File: src/rtl/risky_fetch_if.sv
`default_nettype none
// ============================================================================
//  Module      : risky_fetch_if
//  Description : Bus bundle for the risky_fetch stage: instruction-memory
//                request/response, execute redirect and the decode handshake.
//  Revision    : 1.0 - initial release
// ============================================================================
interface risky_fetch_if;
    logic        imem_req_valid;
    logic        imem_req_ready;
    logic [31:0] imem_req_addr;
    logic        imem_resp_valid;
    logic [31:0] imem_resp_data;
    logic        redirect_valid;
    logic [31:0] redirect_pc;
    logic        if_valid;
    logic        if_ready;
    logic [31:0] if_pc;
    logic [31:0] if_instr;

    // Fetch-stage side
    modport master (
        output imem_req_valid, imem_req_addr, if_valid, if_pc, if_instr,
        input  imem_req_ready, imem_resp_valid, imem_resp_data,
               redirect_valid, redirect_pc, if_ready
    );

    // Environment side (memory, execute, decode)
    modport slave (
        input  imem_req_valid, imem_req_addr, if_valid, if_pc, if_instr,
        output imem_req_ready, imem_resp_valid, imem_resp_data,
               redirect_valid, redirect_pc, if_ready
    );
endinterface
`default_nettype wire

File: src/rtl/risky_fetch.sv
`default_nettype none
// ============================================================================
//  Module      : risky_fetch
//  Description : Instruction-fetch stage. Owns the PC, issues word fetches
//                under a credit limit, buffers responses in a small FIFO with
//                a registered head and drops fetches made stale by redirects.
//  Revision    : 1.0 - initial release
// ============================================================================
module risky_fetch #(
    parameter logic [31:0] RESET_PC = 32'h0000_0000,
    parameter int          DEPTH    = 2
) (
    input  wire logic     clk,
    input  wire logic     rst_n,
    risky_fetch_if.master bus
);

    localparam int c_CW = $clog2(DEPTH + 1);
    localparam logic [c_CW:0] c_DEPTH = (c_CW + 1)'(DEPTH);

    typedef logic [c_CW-1:0] cnt_t;

    logic [31:0]             r_fetch_pc;
    cnt_t                    r_inflight;
    cnt_t                    r_discard;
    cnt_t                    r_count;
    logic [DEPTH-1:0][31:0]  r_tag;       // PCs of in-flight requests, oldest in [0]
    logic [DEPTH-1:0][63:0]  r_fifo;      // {pc, instr}, head in [0]

    logic [c_CW:0]           w_occupancy;
    logic                    w_req_valid;
    logic                    w_accept;
    logic                    w_resp;
    logic                    w_keep;
    logic                    w_pop;
    cnt_t                    w_tag_wr;
    cnt_t                    w_fifo_wr;
    logic [DEPTH-1:0][31:0]  w_tag_shift;
    logic [DEPTH-1:0][63:0]  w_fifo_shift;
    logic                    w_unused_pc_lsb;

    // Credits: every in-flight fetch (stale or not) and every buffered entry
    // holds one slot, so a returning response always finds FIFO space.
    assign w_occupancy = {1'b0, r_inflight} + {1'b0, r_count};
    // Gated by rst_n so no request leaves while reset is held.
    assign w_req_valid = rst_n && !bus.redirect_valid && (w_occupancy < c_DEPTH);
    assign w_accept    = w_req_valid && bus.imem_req_ready;
    // A response with nothing in flight is a stray (e.g. from before reset).
    assign w_resp      = bus.imem_resp_valid && (r_inflight != '0);
    assign w_keep      = w_resp && (r_discard == '0) && !bus.redirect_valid;
    assign w_pop       = (r_count != '0) && bus.if_ready;

    // Write slots account for the entry leaving the queue in the same cycle.
    assign w_tag_wr     = r_inflight - cnt_t'(w_resp);
    assign w_fifo_wr    = r_count - cnt_t'(w_pop);
    assign w_tag_shift  = r_tag >> 32;
    assign w_fifo_shift = r_fifo >> 64;

    assign w_unused_pc_lsb = ^bus.redirect_pc[1:0];

    assign bus.imem_req_valid = w_req_valid;
    assign bus.imem_req_addr  = r_fetch_pc;
    assign bus.if_valid       = (r_count != '0);
    assign bus.if_pc          = r_fifo[0][63:32];
    assign bus.if_instr       = r_fifo[0][31:0];

    // Fetch PC: redirect target (word aligned) wins over sequential advance.
    always_ff @(posedge clk or negedge rst_n) begin
        if (!rst_n) begin
            r_fetch_pc <= {RESET_PC[31:2], 2'b00};
        end else if (bus.redirect_valid) begin
            r_fetch_pc <= {bus.redirect_pc[31:2], 2'b00};
        end else if (w_accept) begin
            r_fetch_pc <= r_fetch_pc + 32'd4;
        end
    end

    // In-flight count and the number of in-flight responses to throw away.
    always_ff @(posedge clk or negedge rst_n) begin
        if (!rst_n) begin
            r_inflight <= '0;
            r_discard  <= '0;
        end else begin
            r_inflight <= r_inflight + cnt_t'(w_accept) - cnt_t'(w_resp);
            if (bus.redirect_valid) begin
                r_discard <= r_inflight - cnt_t'(w_resp);
            end else if (w_resp && (r_discard != '0)) begin
                r_discard <= r_discard - cnt_t'(1);
            end
        end
    end

    // PC tag queue: push on accept, pop on every counted response.
    always_ff @(posedge clk or negedge rst_n) begin
        if (!rst_n) begin
            r_tag <= '0;
        end else begin
            for (int i = 0; i < DEPTH; i++) begin
                if (w_accept && (w_tag_wr == cnt_t'(i))) begin
                    r_tag[i] <= r_fetch_pc;
                end else if (w_resp) begin
                    r_tag[i] <= w_tag_shift[i];
                end
            end
        end
    end

    // Instruction FIFO: head register drives decode directly; redirect flushes.
    always_ff @(posedge clk or negedge rst_n) begin
        if (!rst_n) begin
            r_fifo  <= '0;
            r_count <= '0;
        end else begin
            if (bus.redirect_valid) begin
                r_count <= '0;
            end else begin
                r_count <= r_count + cnt_t'(w_keep) - cnt_t'(w_pop);
            end
            for (int i = 0; i < DEPTH; i++) begin
                if (w_keep && (w_fifo_wr == cnt_t'(i))) begin
                    r_fifo[i] <= {r_tag[0], bus.imem_resp_data};
                end else if (w_pop) begin
                    r_fifo[i] <= w_fifo_shift[i];
                end
            end
        end
    end

endmodule
`default_nettype wire

File: src/flat_wrapper.sv
// flat-port wrapper written by rule: the top's interface ports become plain ports
module risky_fetch_flat 
#(
    parameter logic [31:0] RESET_PC = 32'h0000_0000,
    parameter int          DEPTH    = 2
)
  (clk, rst_n, bus_imem_req_valid, bus_imem_req_addr, bus_if_valid, bus_if_pc, bus_if_instr, bus_imem_req_ready, bus_imem_resp_valid, bus_imem_resp_data, bus_redirect_valid, bus_redirect_pc, bus_if_ready);
  risky_fetch_if bus_i ();
  input  wire logic clk;
  input  wire logic rst_n;
  output wire logic [$bits(bus_i.imem_req_valid)-1:0] bus_imem_req_valid;
  output wire logic [$bits(bus_i.imem_req_addr)-1:0] bus_imem_req_addr;
  output wire logic [$bits(bus_i.if_valid)-1:0] bus_if_valid;
  output wire logic [$bits(bus_i.if_pc)-1:0] bus_if_pc;
  output wire logic [$bits(bus_i.if_instr)-1:0] bus_if_instr;
  input wire logic [$bits(bus_i.imem_req_ready)-1:0] bus_imem_req_ready;
  input wire logic [$bits(bus_i.imem_resp_valid)-1:0] bus_imem_resp_valid;
  input wire logic [$bits(bus_i.imem_resp_data)-1:0] bus_imem_resp_data;
  input wire logic [$bits(bus_i.redirect_valid)-1:0] bus_redirect_valid;
  input wire logic [$bits(bus_i.redirect_pc)-1:0] bus_redirect_pc;
  input wire logic [$bits(bus_i.if_ready)-1:0] bus_if_ready;
  assign bus_imem_req_valid = bus_i.imem_req_valid;
  assign bus_imem_req_addr = bus_i.imem_req_addr;
  assign bus_if_valid = bus_i.if_valid;
  assign bus_if_pc = bus_i.if_pc;
  assign bus_if_instr = bus_i.if_instr;
  assign bus_i.imem_req_ready = bus_imem_req_ready;
  assign bus_i.imem_resp_valid = bus_imem_resp_valid;
  assign bus_i.imem_resp_data = bus_imem_resp_data;
  assign bus_i.redirect_valid = bus_redirect_valid;
  assign bus_i.redirect_pc = bus_redirect_pc;
  assign bus_i.if_ready = bus_if_ready;
  risky_fetch #(.RESET_PC(RESET_PC), .DEPTH(DEPTH)) u_core (.clk(clk), .rst_n(rst_n), .bus(bus_i));
endmodule
File: config.mk
export PLATFORM = sky130hd
export DESIGN_NAME = risky_fetch_flat
export DESIGN_NICKNAME = d
export VERILOG_FILES = /design/src/rtl/risky_fetch_if.sv /design/src/rtl/risky_fetch.sv /design/src/flat_wrapper.sv
export SDC_FILE = /design/constraint.sdc
export NUM_CORES = 1
export LEC_CHECK = 0
export CORE_ASPECT_RATIO = 0.8
export CORE_UTILIZATION = 54
export DETAILED_ROUTE_END_ITERATION = 6
export MAX_ROUTING_LAYER = met4
export PLACE_DENSITY_LB_ADDON = 0.1
export SKIP_LAST_GASP = 1
export SLEW_MARGIN = 15
export SYNTH_ARGS = -nofsm -noshare
export SYNTH_HDL_FRONTEND = slang
export SYNTH_SLANG_ARGS = --single-unit
File: constraint.sdc
create_clock -name clk -period 3.3 [get_ports clk]
set_input_delay 0.825 -clock clk [delete_from_list [all_inputs] [get_ports clk]]
set_output_delay 0.825 -clock clk [all_outputs]
set_load 0.02 [all_outputs]
==> Word-level counts from Yosys, hierarchy flattened <==
Index checks and enable logic that the tools add are counted.
{ "classes": {"n_reduce_logical": 25, "add_sub_neg": 9, "eq_ne": 2, "mux": 13, "n_lt_le_gt_ge": 1} }
{ "ops": {"columns": ["cell", "n"], "rows": [
  ["64-bit 2-to-1 mux", 4],
  ["32-bit 2-to-1 mux", 6],
  ["32-bit by 3-bit adder with 32-bit output (second input constant)", 1],
  ["2-bit nonzero test", 9],
  ["1-bit logical AND", 12],
  ["2-bit by 1-bit subtractor with 2-bit output", 4],
  ["2-bit zero test", 3],
  ["2-bit 2-to-1 mux", 3],
  ["2-bit by 1-bit adder with 2-bit output", 2],
  ["2-bit by 1-bit equality test with 1-bit output (second input constant)", 2],
  ["2-bit by 2-bit adder with 3-bit output", 1],
  ["3-bit by 2-bit less-than comparator with 1-bit output (second input constant)", 1],
  ["2-bit by 1-bit subtractor with 2-bit output (second input constant)", 1],
  ["1-bit zero test", 1]
]} }
{ "totals": {"output_inout_bits": 98, "wordCells": 58, "regBits": 230, "inputBits": 70} }

==> Logic depth before layout (Yosys ltp) <==
{ "depth": {"ltp_word": 7, "depth_mapped": 13, "ltp_nobuf": 8} }

==> Worst setup path before layout <==
OpenSTA, ideal clock, no wires.
{ "synth_path": {"path_type": "input -> register", "start": "input port bus_imem_resp_valid", "end": "register u_core.r_tag[2] (netlist name)", "arrival_time_ns": 2.763, "n_path_buf": 3, "setup_ns": 0.141, "setup_slack_ns": 0.396, "t_required_ns": 3.159, "path_stages": 10, "cell_sequence": "o21ai_1 > inv_2 > clkbuf_1 > ha_1 > inv_1 > or4_1 > clkbuf_1 > clkbuf_1 > nor2_1 > a31oi_1"} }
{ "synth_between": {"elab_chain_len": 5, "word_cells_on_any_way": 6, "cone_classes": "add/sub (1); mux (1); reduce/logical (4)"} }
{ "synth_rtl": {"columns": ["item", "line_no", "source"], "rows": [
  ["start: declaration", "flat_wrapper.sv:17", "input wire logic [$bits(bus_i.imem_resp_valid)-1:0] bus_imem_resp_valid;"],
  ["1-bit logical AND *", "risky_fetch.sv:49", "assign w_resp = bus.imem_resp_valid && (r_inflight != '0);"],
  ["2-bit by 1-bit subtractor with 2-bit output", "risky_fetch.sv:54", "assign w_tag_wr = r_inflight - cnt_t'(w_resp);"],
  ["2-bit zero test", "risky_fetch.sv:99", "if (w_accept && (w_tag_wr == cnt_t'(i))) begin"],
  ["1-bit logical AND", "risky_fetch.sv:99", null],
  ["32-bit 2-to-1 mux / 2-bit nonzero test (equally long branches)", null, null],
  ["end signal: indexed assignment", "risky_fetch.sv:100", "r_tag[i] <= r_fetch_pc;"],
  ["end signal: indexed assignment", "risky_fetch.sv:102", "r_tag[i] <= w_tag_shift[i];"],
  ["end: declaration", "risky_fetch.sv:27", "logic [DEPTH-1:0][31:0] r_tag;"]
]} }
Mark *: on every way between the ends. The rest lies on a longest branch, timed or not.
A chain may end at the register's enable or synchronous reset.

==> Final worst setup path <==
{ "layout_path": {"start": "register u_core.r_inflight[0]", "end": "output port bus_imem_req_valid"} }
{ "layout_between": {"elab_chain_len": 3} }
{ "layout_rtl": {"columns": ["item", "line_no", "source"], "rows": [
  ["start: declaration", "risky_fetch.sv:24", "cnt_t r_inflight;"],
  ["start signal: assignment", "risky_fetch.sv:84", "r_inflight <= r_inflight + cnt_t'(w_accept) - cnt_t'(w_resp);"],
  ["2-bit by 2-bit adder with 3-bit output", "risky_fetch.sv:44", "assign w_occupancy = {1'b0, r_inflight} + {1'b0, r_count};"],
  ["3-bit by 2-bit less-than comparator with 1-bit output", "risky_fetch.sv:46", "assign w_req_valid = rst_n && !bus.redirect_valid && (w_occupancy < c_DEPTH);"],
  ["1-bit logical AND", "risky_fetch.sv:46", null],
  ["end: declaration", "flat_wrapper.sv:11", "output wire logic [$bits(bus_i.imem_req_valid)-1:0] bus_imem_req_valid;"]
]} }
No other way between the ends.

==> results.md <==
- Detail Route Antenna Nets: 0
- Post-synth EDFFs: 0
- Slew @ Worst Pin: 0.942 ns
- Yosys reg bits: approximately 220
- Area of the die: ~20,000 µm²
- DR DRC count: 0
- Avg Cell Area, Syn: 8.51 µm²
- Sequential area share after synthesis: 52.8%
- # hold bufs at CTS: 0
- Peak supply drop: a little under 500 µV
- Static Leakage: about 5.4 nW
- Reg2reg end: u_core.bus.imem_req_addr[27]$_DFFE_PN0P_
- Final Util: between 60 and 70%
- Via/cell ratio: 5.51
- Antenna cells: 0
- Global-route wire length before repair: between 40,000 and 50,000 µm
- Final WS setup: around 0.24 ns
- FF-to-FF Start: u_core.r_inflight[0]$_DFF_PN0_
- Drt initial violations: about 820
- Post-CTS sizing: 1
- Crit path arrival time: 2.24 ns
- Ys async rst share: 100%
- R2R cell count: 8
- Critical path type: reg -> out
- Share of post-route cells with drive strength above 1: under 10%
- Worst setup SP type: flop
- RSZ-0062 raised after global routing: no
- Overflow after GRT: 0
- Skew final: 0.0142 ns
- I/O pin total: between 150 and 200
- FILL cells: 1,556
- Vias post-DR: about 8,600
- # port buffers: ~160
- Final setup fails: 0
- Initial Util: a little under three fifths
- Vias in the first global route: between 8,000 and 9,000
- Cell variety after synth: between 40 and 50
- GP Congestion: roughly 0.87
- First-pass detailed-route iteration total: 5
- Largest net degree at the start of global routing: 173
- Final TNS setup: 0 ns
- Design Area, Final: 12,600 µm²
- Synthesis Warnings: 0
- Total design power: 9.83 mW
- H-tree Lvls: 1
- Die Ht: approximately 130 µm
- Min-delay worst type: in -> async
- Area after DPL: between 10,000 and 15,000 µm²
- Critical Path RT: around 2.5 ns
- Core Area: between 15,000 and 20,000 µm²
- Power density cells: between 700 and 800 nW/µm²
- Slew Limit Headroom: about 37%
- Area Overhead vs Synth: 19.0%
- Post-route minimum period: 3.06 ns
- Average wire per standard cell: roughly 16 µm
- Rows: 45
- Initial antenna violation count: 0
- Skew-Pair Late Insertion Delay: around 0.50 ns
- Fin. Hold Viols: 0
- Die Width: 159 µm
- TritonCTS Buffers: 22
- Worst-path maximum fanout: 3
- Placed Cells: 1,529
- CTS root buffer: clkbuf_16
- Final period utilization: 92.8%
- Reg clk slew, reported paths: around 0.060 ns
- Max clock buf depth: 3
- DRT Wirelength: 25,300 µm
- Clock Sinks: roughly 220
- R2R Setup Slk: roughly 0.42 ns
- Syn Std Cell Area: ~11,000 µm²
- # Max-Cap Violations: 0
- Tot GR Track Use: 25.9%
- Hold_ws: ~0.45 ns
- CTS tree: built
- Outcome: completed
- Post-DP HPWL: roughly 15,000 µm
- Ys flop type: dfrtp_1
- Max-slew violations: 0
- Place WS: 0.216 ns
- CP Capture Type: output port
- Max Clk Rate: around 330 MHz
- Setup bufs post-CTS: 0
- Post-Syn Instances: between 1,000 and 1,500
- Non-filler cells, final: 1,566
- Final nets: about 1,400
## final cells by class
type	instances	area, µm²	area share (%)
sequential	224	5610	44.4
multi-input combinational	856	4140	32.8
clock buffer	34	647	5.12
timing repair buffer	180	1850	14.7
inverter	11	41.3	0.327
tap	258	323	2.56
clock inverter	3	15.0	0.119
## kinds of logic (layout without fill, tap and decap cells)
| kind of cell | Yosys count | count (layout) | synth area share (%) |
|---|---|---|---|
| simple gates | 593 | 593 | 23.3 |
| compound gates | 237 | 237 | 13.0 |
| flops | 224 | 224 | 52.8 |
| buf+inv | 168 | 228 | 8.43 |
| xor+xnor | 12 | 12 | 0.991 |
| fa+ha+maj | 7 | 7 | 0.896 |
| mux | 5 | 5 | 0.495 |
| other cells | 1 | 2 | 0.0354 |
## flip-flops by register name (all words and copies together) (netlist names)
register                  flops
u_core.bus.if_instr          32
u_core.bus.if_pc             31
u_core.bus.imem_req_addr     30
u_core.r_count                2
u_core.r_discard              2
u_core.r_fifo                63
u_core.r_inflight             2
u_core.r_tag                 62
## worst max-delay path by stage
stage	slack, ns	endpoint	startpoint
after floorplan	0.40	u_core.r_tag[2]$_DFFE_PN0P_	bus_imem_resp_valid
after global placement	0.24	u_core.r_tag[14]$_DFFE_PN0P_	bus_imem_resp_valid
after detailed placement	0.22	u_core.r_tag[29]$_DFFE_PN0P_	bus_imem_resp_valid
after CTS	0.22	bus_imem_req_valid	u_core.r_inflight[0]$_DFF_PN0_
after global routing	0.11	bus_imem_req_valid	u_core.r_inflight[0]$_DFF_PN0_
final	0.24	bus_imem_req_valid	u_core.r_inflight[0]$_DFF_PN0_
## placed cells by master (no fill, tap or decap), types with 2 or more instances in the layout
cell and instances:
xor2_1 5, nor4b_1 2, buf_4 10, nand2_1 396
o211ai_1 4, dfrtp_1 224, nand3_1 15, and2_1 2
nand4_1 14, a31oi_1 109, nor2b_1 4, o21ai_1 93
clkbuf_16 23, ha_1 6, o21ai_0 11, conb_1 2
clkbuf_8 3, clkdlybuf4s50_1 161, and4_1 3, mux2_2 2
inv_1 9, o31ai_1 14, buf_12 7, xnor2_1 7
or3_1 2, or4_1 21, clkinv_2 3, mux2i_1 3
nor2_1 118, and3_1 2, clkbuf_1 8, inv_2 2
## synth_stat cells, types with 5 or more instances
library cell | instances | area (µm²)
xor2_1 | 5 | 43.8
or4_1 | 22 | 165
o31ai_1 | 14 | 105
buf_4 | 66 | 495
dfrtp_1 | 224 | 5610
clkbuf_1 | 76 | 285
nand2_1 | 397 | 1490
o21ai_0 | 11 | 55.1
nand3_1 | 15 | 75.1
buf_2 | 13 | 65.1
o21ai_1 | 94 | 470
a31oi_1 | 109 | 682
nor2_1 | 118 | 443
nand4_1 | 14 | 87.6
ha_1 | 6 | 75.1
xnor2_1 | 7 | 61.3
inv_1 | 9 | 33.8
## critical path, stage by stage (launching register included)
cell and delay (ns):
dfrtp_1 0.38, inv_1 0.07, nor2_1 0.15, fa_1 0.49, nor4b_1 0.28, dlygate4sd2_1 0.36
## layer usage
layer	part of all wire, %	up-vias	GRT usage, %
met1	47	4144	36.7
met5	0	-	-
met4	1.6	0	5.60
li1	-	4221	-
met3	5.6	35	4.22
met2	46	233	39.4
## where the power goes
group	leakage [nW]	internal (mW)	switching, mW
registers	2.96	3.53	0.601
logic	2.13	1.40	1.93
clock network	0.326	1.34	1.02
total	5.42	6.27	3.56
(Power assumes the default switching activity.)
